===== config.mk =====
export PLATFORM = sky130hd
export DESIGN_NAME = mem_responder
export DESIGN_NICKNAME = d
export VERILOG_FILES = /design/src/rtl/mem_resp_pkg.sv /design/src/rtl/mem_resp_array.sv /design/src/rtl/mem_responder.sv
export SDC_FILE = /design/constraint.sdc
export NUM_CORES = 1
export LEC_CHECK = 0
export ABC_AREA = 1
export CAP_MARGIN = 30
export CORE_MARGIN = 1
export CORE_UTILIZATION = 25
export CTS_CLUSTER_DIAMETER = 200
export CTS_CLUSTER_SIZE = 14
export DETAILED_ROUTE_END_ITERATION = 16
export PLACE_DENSITY_LB_ADDON = 0.3
export SYNTH_ARGS = -nofsm -noshare
export SYNTH_HDL_FRONTEND = slang
export SYNTH_SLANG_ARGS = --single-unit

===== constraint.sdc =====
create_clock -name clk -period 4 [get_ports clk]
set_input_delay 0.4 -clock clk [delete_from_list [all_inputs] [get_ports clk]]
set_output_delay 0.4 -clock clk [all_outputs]
set_load 0.01 [all_outputs]

===== src/rtl/mem_resp_pkg.sv =====
// mem_resp_pkg: shared state enum, width helpers and parity function for mem_responder
package mem_resp_pkg;
  typedef enum logic [1:0] {IDLE, BUSY, RESP} state_t;
  function automatic int id_width(input int n);
    return (n <= 1) ? 1 : $clog2(n);
  endfunction
  function automatic int cnt_width();
    return 4;
  endfunction
  function automatic logic parity(input logic [63:0] d);
    return ^d;
  endfunction
endpackage


===== src/rtl/mem_resp_array.sv =====
// mem_resp_array: sync-write, comb-read word array; MEM_RESPONDER_PARITY_EN adds a stored parity bit
module mem_resp_array import mem_resp_pkg::*; #(
  parameter int DATA_WIDTH = 4,
  parameter int ADDR_WIDTH = 8
) (
  input  logic                  clk,
  input  logic                  we,
  input  logic [ADDR_WIDTH-1:0] addr,
  input  logic [DATA_WIDTH-1:0] wdata,
  output logic [DATA_WIDTH-1:0] rdata,
  output logic                  rerr
);
`ifdef MEM_RESPONDER_PARITY_EN
  logic [DATA_WIDTH:0] mem [2**ADDR_WIDTH];
  always_ff @(posedge clk) if (we) mem[addr] <= {parity(64'(wdata)), wdata};
  assign rdata = mem[addr][DATA_WIDTH-1:0];
  assign rerr = parity(64'(rdata)) ^ mem[addr][DATA_WIDTH];
`else
  logic [DATA_WIDTH-1:0] mem [2**ADDR_WIDTH];
  always_ff @(posedge clk) if (we) mem[addr] <= wdata;
  assign rdata = mem[addr];
  assign rerr = 1'b0;
`endif
endmodule


===== src/rtl/mem_responder.sv =====
// mem_responder: single-outstanding memory target with fixed latency and held response beat
module mem_responder import mem_resp_pkg::*; #(
  parameter int DATA_WIDTH = 4,
  parameter int ADDR_WIDTH = 8,
  parameter int NUM_REQUESTERS = 3,
  parameter int LATENCY = 2,
  localparam int ID_WIDTH = id_width(NUM_REQUESTERS)
) (
  input  logic                  clk,
  input  logic                  rst,
  input  logic                  valid,
  output logic                  ready,
  input  logic                  read_writeBar,
  input  logic [ADDR_WIDTH-1:0] addr,
  input  logic [DATA_WIDTH-1:0] wdata,
  input  logic [ID_WIDTH-1:0]   req_id,
  output logic                  rvalid,
  input  logic                  rready,
  output logic [DATA_WIDTH-1:0] rdata,
  output logic [ID_WIDTH-1:0]   rid,
  output logic                  rerr
);
  localparam int CW = cnt_width();
  state_t state;
  logic [CW-1:0] cnt;
  logic rw_q, mem_rerr, fire;
  logic [ADDR_WIDTH-1:0] addr_q;
  logic [DATA_WIDTH-1:0] wdata_q, mem_rdata;
  logic [ID_WIDTH-1:0] id_q;
  // rst gates the write so an abandoned transaction never reaches the array
  assign fire = !rst && state == BUSY && cnt == '0;
  mem_resp_array #(.DATA_WIDTH(DATA_WIDTH), .ADDR_WIDTH(ADDR_WIDTH)) u_arr (
    .clk(clk), .we(fire && !rw_q), .addr(addr_q), .wdata(wdata_q),
    .rdata(mem_rdata), .rerr(mem_rerr)
  );
  always_ff @(posedge clk) begin
    if (rst) begin
      state <= IDLE;
      cnt <= '0;
      ready <= 1'b1;
      rvalid <= 1'b0;
      rdata <= '0;
      rid <= '0;
      rerr <= 1'b0;
    end else begin
      case (state)
        IDLE: if (valid) begin
          rw_q <= read_writeBar;
          addr_q <= addr;
          wdata_q <= wdata;
          id_q <= req_id;
          cnt <= CW'(LATENCY - 1);
          ready <= 1'b0;
          state <= BUSY;
        end
        BUSY: if (cnt == '0) begin
          rdata <= rw_q ? mem_rdata : '0;
          rerr <= rw_q && mem_rerr;
          rid <= id_q;
          rvalid <= 1'b1;
          state <= RESP;
        end else cnt <= cnt - 1'b1;
        RESP: if (rready) begin
          rvalid <= 1'b0;
          ready <= 1'b1;
          state <= IDLE;
        end
        default: state <= IDLE;
      endcase
    end
  end
endmodule

==> impl_metrics.toml, run 1 <==
[sta]
final.period_utilization_pct = 74.11
max_freq_mhz = 337.3
finalSetupTns_ns = 0
rsz0062_at_grt = "false"
setup_viol = 0
final-hold-violation-count = 0
timing.hold.ws_ns = 0.2721
slew_headroom_pct = 27.03
worst_pin_slew_ns = 1.095
finClkSkew_ns = 0.04231
drv_slew = 0
finalCriticalPeriod_ns = 2.965

[drt]
detailroute.via_count = 28090
vias_per_cell = 4.603
remaining_drc_errors = 0
first_pass_iters = 5
wl_per_cell_microns = 20.21
wirelength_microns = 123300
drtIter0Drc = 2428
route.antenna.remaining_nets = 0

[global_routing]
grt_max_degree = 192
antenna_found_initial = 1
gr-usage-met1_pct = 17.65
grt_pass1_wl_microns = 182200
grt_usage_pct = 13.60
grt.overflow.total = 0
grt_util_met2_pct = 23.11
grt_pass1_vias = 28190
globalRoute.busiestLayer = "met2"
grt_use_met3_pct = 2.179

[power]
power_density_nw_per_um2 = 462.1
vdd_ir_drop_max_v = 0.0002823
p_leak_nw = 16.21
p_total_mw = 22.50

[critical_path]
cp_slowest_stage_delay_ns = 0.44
endpoint_kind = "flop"
path_max_fanout = 16
worstSetupStartpointType = "flop"
slowest_stage = "nor2_2"
path_cells = "inv_1 -> ha_1 -> nand3_2 -> nor3_4 -> inv_2 -> nor3_2 -> nand2_1 -> nor2_2 -> nand2_2 -> nor2_1"
critical_path_class = "flop to flop"
arrival_ns = 3.30
critPathRequiredTime_ns = 4.34

[floorplan]
pin_count = 28
core-area_sq_um = 174200
initial_core_util_pct = 25.22
rows = 153
die_x_microns = 421.2
fp.dieArea_sq_um = 177400
die_h_microns = 421.2

[cells_and_area]
nNetsFinal = 3766
fin_util_pct = 27.95
synthToLayoutAreaGrowth_pct = 10.79
final_area_sq_um = 48680
layout-drive-gt1-share_pct = 5.164

[yosys]
synth_top_cell_area_share_pct = 71.00
synth-simple-area-share_pct = 23.90
synth.avg_cell_area_sq_um = 11.49
muxShareOfSynthArea_pct = 0
yosys_warnings = 0
synth_area_leader_cell = "edfxtp_1"
synthAdderAreaFrac_pct = 0.05695
ys_types = 28
syn_inst = 3826
seq_area_frac_synth_pct = 72.00
synth-compound-area-share_pct = 0.2847
synth_xor_area_share_pct = 0
synth_top_family_by_area = "simple AND/OR/NAND/NOR gates"
synth.top_cells.by_area = "edfxtp_1, nand3_1, nand2_1, nor2_1, buf_2"
syn_area_sq_um = 43940
syn_nets = 3847
ys_ff_latch = 1061

[min_path]
hp-class = "input port to flop"

[clock_network]
cts_setup_buffers = 0
cts-root-buf = "clkbuf_16"
h-tree-depth = 3
cts.sinks = 1061
clockBufferDepth = 3
cts_resized = 0
clk_latency_ns = 0.69
clkTransAtPathRegs_ns = 0.07
cts_tree = "yes"
cts_hold_buf = 0
numCtsBuffers = 85

[place]
gpl.final_weighted_congestion = 0.8011
dp_hpwl_microns = 68410
numPortBuffers = 26
placed_area_sq_um = 46350

[run_status]
status = "finished, final reports clean"

[flow_run]
cap_violations = 0
registers in the layout, indices dropped and copies added (netlist names), named ones only:
| register | count |
|---|---|
| addr_q | 8 |
| cnt | 4 |
| id_q | 2 |
| rdata | 4 |
| ready | 1 |
| rid | 2 |
| rvalid | 1 |
| rw_q | 1 |
| state | 2 |
| u_arr.mem | 1024 |
| wdata_q | 4 |
cell usage after synthesis (all sizes together):
master and count:
nand3 960, buf 212, o21ai 11, nand3b 1, clkbuf 45, or2 1, o211a 1, a21oi 9
inv 30, ha 2, nor3 5, dfxtp 22, edfxtp 1039, nor2 281, nand2 1206, conb 1
critical path: cells and delay by family, from the launching register on:
family                   cells  cell delay [ns]
AND/OR/NAND/NOR              7             1.87
buffers and inverters        2             0.26
flip-flops                   1             0.31
adder cells (fa/ha/maj)      1             0.17
worst paths after layout:
path,endpoint,slack [ns],cells after the start,from
worst max-delay path,u_arr.mem[112][1]$_DFFE_PP_,1.04,10,cnt[0]$_SDFFE_PP0P_
worst min-delay path,id_q[1]$_DFFE_PP_,0.27,1,req_id[1]
worst max register to register,u_arr.mem[112][1]$_DFFE_PP_,1.04,10,cnt[0]$_SDFFE_PP0P_
worst min register to register,ready$_SDFFE_PP1P_,0.48,2,ready$_SDFFE_PP1P_
area by class of cell:
class / instances / area (sq um)
Fill cell: 18140 / 125500
Sequential cell: 1061 / 31660
Multi-Input combinational cell: 2478 / 10660
Tap cell: 2325 / 2909
Clock buffer: 113 / 2275
Timing Repair Buffer: 89 / 991.0
Inverter: 30 / 138.9
Clock inverter: 5 / 51.30
Antenna cell: 1 / 2.502
through the flow:
stage	worst slack (ns)	cells
2_1_floorplan	-0.04573	3826
3_3_place_gp	1.038	5981
3_5_place_dp	1.021	5983
4_1_cts	1.038	6101
5_1_grt	0.8069	6101
6_report	1.035	6102
logic make-up after synthesis:
kind of cell / after synthesis
other: 1
AO/OA/AOI/OAI: 21
flip-flops: 1061
adder cells (fa/ha/maj): 2
AND/OR/NAND/NOR: 2454
buffers and inverters: 287
power breakdown:
group	total [mW]	leakage [nW]	switching, mW	internal [mW]
logic	2.44	5.56	1.81	0.630
clock network	7.79	1.13	3.84	3.95
registers	12.3	9.52	0.0532	12.2
total	22.5	16.2	5.70	16.8
layer usage:
layer	vias up	share of wire, %
li1	13190	-
met1	14080	44
met2	645	48
met3	180	4.9
met4	0	3.1
met5	-	0
cell usage in the layout (no fill, tap or decap), drive strengths merged:
cell type,netlist,final
a21oi,9,9
buf,212,63
clkbuf,45,113
clkdlybuf4s50,0,26
clkinv,0,1
conb,1,1
dfxtp,22,22
diode,0,1
edfxtp,1039,1039
ha,2,2
inv,30,34
nand2,1206,1206
nand3,960,960
nand3b,1,1
nor2,281,281
nor3,5,5
o211a,1,1
o21ai,11,11
or2,1,1
Power figures use the tool's default switching activity.
==> inputs of run 2 (changes only) <==
clock period = 2.8 ns   (was 4 ns; I/O delays follow)
==> run 2 against run 1 <==
  * First-iteration DRC count increased by 7.9%
  * Critical endpoint is now u_arr.mem[152][2]$_DFFE_PP_
  * Highest routed layer unchanged
  * Die area unchanged
  * Worst setup slack got worse by 0.95 ns
==> impl_metrics.toml, run 2 (same netlist as run 1, synthesis figures left out) <==
[drt]
wl_per_cell_microns = 20.03
drtIter0Drc = 2620
wirelength_microns = 124400
first_pass_iters = 5
vias_per_cell = 4.592
route.antenna.remaining_nets = 0
remaining_drc_errors = 0
detailroute.via_count = 28530

[critical_path]
critical_path_class = "flop to flop"
endpoint_kind = "flop"
rrSetupSlack_ns = 0.09
cp_top_family = "simple AND/OR/NAND/NOR gates"
path_max_fanout = 16
worstSetupStartpointType = "flop"
r2r_end = "u_arr.mem[152][2]$_DFFE_PP_"
arrival_ns = 3.04
r2r_cells = 12
critPathBufInv = 4
path_cells = "inv_1 -> ha_1 -> nand3_2 -> nor3_4 -> inv_2 -> nor3_2 -> buf_4 -> nand2_1 -> nor2_2 -> nand2_2 -> buf_12 -> nor2_1"
slowest_stage = "dfxtp_1"
cp_slowest_stage_delay_ns = 0.32
rr_startpoint = "cnt[0]$_SDFFE_PP0P_"
critPathRequiredTime_ns = 3.13

[clock_network]
clockBufferDepth = 3
cts_hold_buf = 0
h-tree-depth = 3
clkTransAtPathRegs_ns = 0.07
cts_tree = "yes"
cts.sinks = 1061
clk_latency_ns = 0.69
cts-root-buf = "clkbuf_16"
numCtsBuffers = 85
cts_setup_buffers = 0

[cells_and_area]
final_common_cell = "nand2_1"
seqCellArea_sq_um = 31660
largest_reg_flops = 1024
nNetsFinal = 3884
multi_input_area_sq_um = 11140
layout-drive-gt1-share_pct = 11.99
synthToLayoutAreaGrowth_pct = 14.95
fillerInstances = 17960
largest-register = "u_arr.mem"
final_cell_mix = "nand2_1, edfxtp_1, nand3_1"
stdcell_count = 6213
largestRegisters = "u_arr.mem x1024, addr_q x8"
n_antenna_cell = 0

[global_routing]
grt_pass1_wl_microns = 185400
antenna_found_initial = 0
grt.overflow.total = 0
grt_usage_pct = 13.83
grt_pass1_vias = 28420
grt_max_degree = 109

[power]
vdd_ir_drop_max_v = 0.0004027
power_switching_mw = 8.149
pwr-share-clk_pct = 34.4
p_int_mw = 24.22
p_leak_nw = 16.99
power_density_nw_per_um2 = 640.9
p_comb_share_pct = 11.4
seqPwrFrac_pct = 54.2
p_total_mw = 32.37
power.share.switching_pct = 25.17

[place]
numPortBuffers = 26
dp_hpwl_microns = 73570
gpl.final_weighted_congestion = 0.8235
placedCellCount = 6101

[sta]
slew_headroom_pct = 41.39
final.period_utilization_pct = 96.79
timing.hold.ws_ns = 0.1422
finalCriticalPeriod_ns = 2.710
finalSetupTns_ns = 0
final-hold-violation-count = 0
rsz0062_at_grt = "true"
max_freq_mhz = 369.0
finClkSkew_ns = 0.03568
setup_viol = 0
worst_pin_slew_ns = 0.8760
drv_slew = 0

[min_path]
holdPathStages = 1
hp-class = "input port to flop"
worstHoldStart = "wdata[1]"
hold-path-endpoint = "wdata_q[1]$_DFFE_PP_"

[floorplan]
fp.dieArea_sq_um = 177400
die_x_microns = 421.2
initial_core_util_pct = 25.22
rows = 153
die_h_microns = 421.2
core-area_sq_um = 174200
pin_count = 28

[flow_run]
cap_violations = 0

[run_status]
status = "finished, final reports clean"
-- run 2: what timing repair did --
item,4_1_cts,5_1_grt
endpoints found under the setup margin,22,622
resized for setup,0,172
cloned,0,0
pin swaps,0,1
-- run 2: power by group through the flow --
stage / clock network, mW / registers [mW] / logic, mW
final: 11.1 / 17.5 / 3.69
after global routing: 11.9 / 17.5 / 4.05
after global placement: 0 / 17.9 / 3.70
after floorplan: 0 / 18.0 / 2.23
after detailed placement: 0 / 17.9 / 3.70
after CTS: 11.4 / 17.5 / 3.71
-- run 2: stage by stage --
stage / util, % / setup WS, ns / instance area (sq um)
after floorplan: - / -1.246 / 43940
after global placement: 27.37 / 0.01973 / 47680
after detailed placement: 27.37 / 0.01776 / 47680
after CTS: 28.72 / -0.01005 / 50030
after global routing: 29.00 / -0.07832 / 50510
final: 29.00 / 0.08976 / 50510
-- run 2: how the worst max path moves through the flow --
stage / start / endpoint / slack (ns) / cells after the start
2_1_floorplan: wdata_q[0]$_DFFE_PP_ / u_arr.mem[0][0]$_DFFE_PP_ / -1.25 / 0
3_3_place_gp: cnt[0]$_SDFFE_PP0P_ / u_arr.mem[72][0]$_DFFE_PP_ / 0.02 / 12
3_5_place_dp: cnt[0]$_SDFFE_PP0P_ / u_arr.mem[71][1]$_DFFE_PP_ / 0.02 / 12
4_1_cts: cnt[0]$_SDFFE_PP0P_ / u_arr.mem[73][1]$_DFFE_PP_ / -0.01 / 12
5_1_grt: cnt[0]$_SDFFE_PP0P_ / u_arr.mem[145][1]$_DFFE_PP_ / -0.08 / 12
6_report: cnt[0]$_SDFFE_PP0P_ / u_arr.mem[152][2]$_DFFE_PP_ / 0.09 / 12
-- run 2: layer usage --
| metal | vias up | part of all wire [%] | wire, microns | track usage, % |
|---|---|---|---|---|
| met2 | 770 | 48 | 59480 | 22.96 |
| met3 | 155 | 5.2 | 6516 | 2.074 |
| met5 | - | 0 | 0 | 0 |
| met4 | 0 | 2.4 | 2931 | 3.794 |
| li1 | 13430 | - | - | - |
| met1 | 14180 | 45 | 55520 | 18.70 |
-- run 2: final cells by class --
| class | instances | area share (%) |
|---|---|---|
| multi-input cells | 2478 | 22.06 |
| well taps | 2325 | 5.759 |
| clock buffers | 108 | 4.550 |
| flip-flops and latches | 1061 | 62.67 |
| repair buffers | 207 | 4.592 |
| inverters | 30 | 0.2749 |
| clock inverters | 4 | 0.09165 |
